$ cat src/rtl/vga_timing_pkg.sv
// 640x480@60 Hz VGA timing constants, shared by the sync generator, text painter and RGB mux.
package vga_timing_pkg;

    localparam int VGA_H_DISPLAY = 640;
    localparam int VGA_H_FRONT   = 16;
    localparam int VGA_H_SYNC    = 96;
    localparam int VGA_H_BACK    = 48;
    localparam int VGA_V_DISPLAY = 480;
    localparam int VGA_V_FRONT   = 10;
    localparam int VGA_V_SYNC    = 2;
    localparam int VGA_V_BACK    = 33;

    localparam int VGA_H_TOTAL = VGA_H_DISPLAY + VGA_H_FRONT + VGA_H_SYNC + VGA_H_BACK;
    localparam int VGA_V_TOTAL = VGA_V_DISPLAY + VGA_V_FRONT + VGA_V_SYNC + VGA_V_BACK;

    localparam int COORD_W = 10;
    typedef logic [COORD_W-1:0] coord_t;

    // Counter width for a modulus; a mod-1 counter still needs one (constant) bit.
    function automatic int cnt_width(input int n);
        return (n <= 2) ? 1 : $clog2(n);
    endfunction

    function automatic logic in_window(input coord_t c, input coord_t lo, input coord_t hi);
        return (c >= lo) && (c <= hi);
    endfunction

endpackage

$ cat src/rtl/vga_sync_mod_n_counter.sv
// Enabled modulo-N counter with a wrap pulse and an exposed next-state value.
module mod_n_counter #(
    parameter int N     = 2,
    parameter int WIDTH = 1
) (
    input  logic             clk,
    input  logic             reset,
    input  logic             enable,
    output logic [WIDTH-1:0] count,
    output logic [WIDTH-1:0] count_next,
    output logic             wrap
);

    localparam logic [WIDTH-1:0] LAST = WIDTH'(N - 1);

    logic [WIDTH-1:0] count_reg;
    logic             at_last;

    assign at_last = (count_reg == LAST);
    assign wrap    = enable && at_last;
    assign count   = count_reg;

    // count_next is the non-reset successor; callers apply reset themselves.
    always_comb begin
        count_next = count_reg;
        if (enable) begin
            count_next = at_last ? '0 : count_reg + 1'b1;
        end
    end

    always_ff @(posedge clk) begin
        if (reset) begin
            count_reg <= '0;
        end else begin
            count_reg <= count_next;
        end
    end

endmodule

$ cat src/rtl/vga_sync.sv
// VGA timing generator: pixel-rate enable, horizontal/vertical scan counters and sync decode.
module vga_sync
    import vga_timing_pkg::*;
#(
    parameter int   H_DISPLAY   = VGA_H_DISPLAY,
    parameter int   H_FRONT     = VGA_H_FRONT,
    parameter int   H_SYNC      = VGA_H_SYNC,
    parameter int   H_BACK      = VGA_H_BACK,
    parameter int   V_DISPLAY   = VGA_V_DISPLAY,
    parameter int   V_FRONT     = VGA_V_FRONT,
    parameter int   V_SYNC      = VGA_V_SYNC,
    parameter int   V_BACK      = VGA_V_BACK,
    parameter int   TICK_DIV    = 2,
    parameter logic SYNC_ACTIVE = 1'b0
) (
    input  logic               clk,
    input  logic               reset,
    output logic               p_tick,
    output logic [COORD_W-1:0] pix_x,
    output logic [COORD_W-1:0] pix_y,
    output logic               video_on,
    output logic               hsync,
    output logic               vsync,
    output logic               line_end,
    output logic               frame_end
);

    localparam int H_TOTAL = H_DISPLAY + H_FRONT + H_SYNC + H_BACK;
    localparam int V_TOTAL = V_DISPLAY + V_FRONT + V_SYNC + V_BACK;
    localparam int DIV_W   = cnt_width(TICK_DIV);

    localparam coord_t H_VISIBLE  = coord_t'(H_DISPLAY);
    localparam coord_t V_VISIBLE  = coord_t'(V_DISPLAY);
    localparam coord_t H_SYNC_LO  = coord_t'(H_DISPLAY + H_FRONT);
    localparam coord_t H_SYNC_HI  = coord_t'(H_DISPLAY + H_FRONT + H_SYNC - 1);
    localparam coord_t V_SYNC_LO  = coord_t'(V_DISPLAY + V_FRONT);
    localparam coord_t V_SYNC_HI  = coord_t'(V_DISPLAY + V_FRONT + V_SYNC - 1);

    logic [DIV_W-1:0] div_count;
    logic [DIV_W-1:0] div_count_next;
    logic             tick;
    coord_t           h_count;
    coord_t           h_next;
    logic             h_wrap;
    coord_t           v_count;
    coord_t           v_next;
    logic             v_wrap;
    logic             div_unused;

    logic hsync_reg;
    logic vsync_reg;
    logic video_on_reg;

    // Divider runs freely; its wrap pulse is the pixel enable.
    mod_n_counter #(
        .N     (TICK_DIV),
        .WIDTH (DIV_W)
    ) u_div (
        .clk        (clk),
        .reset      (reset),
        .enable     (1'b1),
        .count      (div_count),
        .count_next (div_count_next),
        .wrap       (tick)
    );

    mod_n_counter #(
        .N     (H_TOTAL),
        .WIDTH (COORD_W)
    ) u_h (
        .clk        (clk),
        .reset      (reset),
        .enable     (tick),
        .count      (h_count),
        .count_next (h_next),
        .wrap       (h_wrap)
    );

    mod_n_counter #(
        .N     (V_TOTAL),
        .WIDTH (COORD_W)
    ) u_v (
        .clk        (clk),
        .reset      (reset),
        .enable     (h_wrap),
        .count      (v_count),
        .count_next (v_next),
        .wrap       (v_wrap)
    );

    assign div_unused = ^{div_count, div_count_next};

    // Decoding next-state coordinates keeps syncs and video_on aligned with pix_x/pix_y.
    always_ff @(posedge clk) begin
        if (reset) begin
            hsync_reg    <= ~SYNC_ACTIVE;
            vsync_reg    <= ~SYNC_ACTIVE;
            video_on_reg <= 1'b1;
        end else begin
            hsync_reg    <= in_window(h_next, H_SYNC_LO, H_SYNC_HI) ? SYNC_ACTIVE : ~SYNC_ACTIVE;
            vsync_reg    <= in_window(v_next, V_SYNC_LO, V_SYNC_HI) ? SYNC_ACTIVE : ~SYNC_ACTIVE;
            video_on_reg <= (h_next < H_VISIBLE) && (v_next < V_VISIBLE);
        end
    end

    assign p_tick    = tick;
    assign pix_x     = h_count;
    assign pix_y     = v_count;
    assign hsync     = hsync_reg;
    assign vsync     = vsync_reg;
    assign video_on  = video_on_reg;
    assign line_end  = h_wrap;
    assign frame_end = v_wrap;

endmodule
$ cat config.mk
export PLATFORM = sky130hd
export DESIGN_NAME = vga_sync
export DESIGN_NICKNAME = d
export VERILOG_FILES = /design/src/rtl/vga_timing_pkg.sv /design/src/rtl/vga_sync_mod_n_counter.sv /design/src/rtl/vga_sync.sv
export SDC_FILE = /design/constraint.sdc
export NUM_CORES = 1
export LEC_CHECK = 0
export ABC_AREA = 1
export BUFFER_PORTS_ARGS = -buffer_cell sky130_fd_sc_hd__buf_2
export CORE_MARGIN = 3
export CORE_UTILIZATION = 40
export CTS_CLUSTER_SIZE = 25
export DETAILED_ROUTE_END_ITERATION = 10
export GPL_ROUTABILITY_DRIVEN = 1
export GPL_TIMING_DRIVEN = 0
export PLACE_DENSITY = 0.65
export SLEW_MARGIN = 20
export SYNTH_ARGS = -nofsm -noshare
export SYNTH_HDL_FRONTEND = slang
export SYNTH_SLANG_ARGS = --single-unit
$ cat constraint.sdc
create_clock -name clk -period 2.2 [get_ports clk]
set_input_delay 0.33 -clock clk [delete_from_list [all_inputs] [get_ports clk]]
set_output_delay 0.33 -clock clk [all_outputs]
set_load 0.1 [all_outputs]
==> run metrics <==
register area around 500 µm²; Post-DP HPWL approximately 2.8 mm; Clock Sink Count 24; first-pass GRT wire length between 5 and 6 mm; pre-CTS WS 228 ps; Seq/Total Area, Yosys between 30% and 40%; pin count of the biggest net entering global routing 14; clock latency on the worst-skew pair approximately 270 ps; cell row count 21; final worst slack 110 ps; dpl cells between 300 and 400; #FFs+latches synth 24; Ports 28; Fill cells 377; final setup fails 0; Antenna Cells 0; first-pass iteration count of the detailed router 4; critical path type register to output port; Crit path max-delay family simple AND/OR/NAND/NOR gates; mean area per synthesized cell approximately 6.4 µm²; Worst setup EP type output port; Hold Crit Class input port to register; Worst EP required 1870 ps; routed len/inst roughly 11 µm; area delta synth->final 19.9%; routability congestion estimate ~0.82; Fin Hold WS between 400 and 500 ps; Final Cycle Share between 90% and 100%; Slew @ Worst Pin approximately 530 ps; Setup TNS Final 0 ps; Buf/Inv on CP 2; htree depth 1; Final Slew Violations 0; Reg clk slew, reported paths 90 ps; Avg Vias per Cell 4.69; Initial Utilization 42.9%; Longest Clk Path Bufs 2; unrepaired setup endpoints after global routing no; CTS tree yes; GRT Total Usage between 10% and 20%; most common cell after layout, fill and taps aside nand2_1; min Tclk post-route between 2000 and 2500 ps; DRC violations left 0; hold_buf cts 0; total CTS buffers 3; via count between 1000 and 1500; Warnings, synthesis 0; max incr delay on CP about 450 ps; Initial DRC Count 61; Final #Nets 270; Netlist cell types 28; Max-Cap Viols 0; Die Ht ~67 µm; post-route total power 0.767 mW; share of cells above drive strength 1 a little over a quarter; cell area after synthesis roughly 1500 µm²; CP Data Arrival Time approximately 1800 ps; Synth Instances about 230; critical path's slowest cell buf_2; vias in the first global route approximately 1300; CP cell instances inv_1 -> nand2_1 -> nor2_2 -> nand3_2 -> nor2_4 -> buf_2; Buffers on Ports 26; FMAX ~480 MHz; initial antenna violation count 0; die area about 4500 µm²; Reg2Reg Setup Slack between 500 and 600 ps; worst clock skew roughly 12 ps; Core ar. ~3500 µm²; area taken by multi-input logic gates between 800 and 900 µm²; LEAKAGE 0.826 nW; final count of hold timing violations 0; WL final around 3.4 mm; Peak VDD IR approximately 0.00019 V; Synth Net Count between 200 and 250; total grt overflow 0; Pwr Density ~430 nW/µm²; Final Non-Filler Cells 310; width of the die roughly 67 µm; commonest cells after routing, fill and taps aside 64 x nand2_1, 35 x nor2_1, 28 x inv_1, 26 x buf_2, 18 x nand3_1; outcome finished, final reports clean; Final ANT Viol Nets 0; max_slew headroom 64.4%; Setup crit start kind register; Root Driver clkbuf_8; critical path fanouts, max 5
-- cell type report --
type,instances,share of cell area (%)
Tap cell,46,3.23
Buffer,4,1.12
Timing Repair Buffer,26,7.65
Clock buffer,3,2.32
Multi-Input combinational cell,171,49.2
Clock inverter,1,0.211
Sequential cell,24,28.9
Inverter,35,7.44
-- synthesized netlist by cell type, drive strengths merged --
cell    count  area share [%]
a21oi       5             1.7
a31oi       1            0.42
buf         2            0.84
clkbuf      2            0.51
clkinv      1            0.34
dfxtp      24              32
ha          3             2.5
inv        34             8.6
nand2      67              17
nand3      21             8.6
nand4       5             2.5
nor2       47              14
nor3        4             1.3
o21ai       8             3.2
o21bai      1            0.51
or2         2            0.84
xnor2       1            0.59
xor2        6             3.5
-- power breakdown --
part	internal (mW)	total, mW	switching (mW)
logic	0.0113	0.0629	0.0516
clock network	0.125	0.268	0.143
registers	0.431	0.436	0.00571
-- metal layers --
metal	GRT usage, %	vias up	part of all wire, %
li1	-	784	-
met1	21.1	641	47
met2	29.6	24	48
met3	1.52	4	3.4
met4	4.56	0	0.70
met5	0	-	0
-- logic make-up (layout without fill, tap and decap cells) --
| logic type | count (synthesis) | after routing | synth area share (%) |
|---|---|---|---|
| simple gates | 146 | 146 | 44.9 |
| compound gates | 15 | 15 | 5.81 |
| xor+xnor | 7 | 7 | 4.12 |
| fa+ha+maj | 3 | 3 | 2.53 |
| flops | 24 | 24 | 32.3 |
| buf+inv | 39 | 69 | 10.3 |
-- worst paths after layout --
check	start	end	cells after the start
setup / recovery	u_h.count[7]	line_end	6
hold / removal	reset	u_div.count	2
setup reg to reg	u_h.count[1]	video_on	10
hold reg to reg	u_h.count[0]	u_h.count[0]	2
-- repair_timing --
action	in CTS	in global routing
endpoints found under the setup margin	1	1
gates resized for setup	1	1
buffers inserted	0	0
pin swaps	0	0
-- per-stage QoR --
step	cell area [µm²]	util [%]
3_3_place_gp	1730	49.9
5_1_grt	1780	51.4
6_report	1780	51.4
3_5_place_dp	1730	49.9
2_1_floorplan	1540	-
4_1_cts	1780	51.3
No activity file was read; power rests on OpenSTA's default activity.
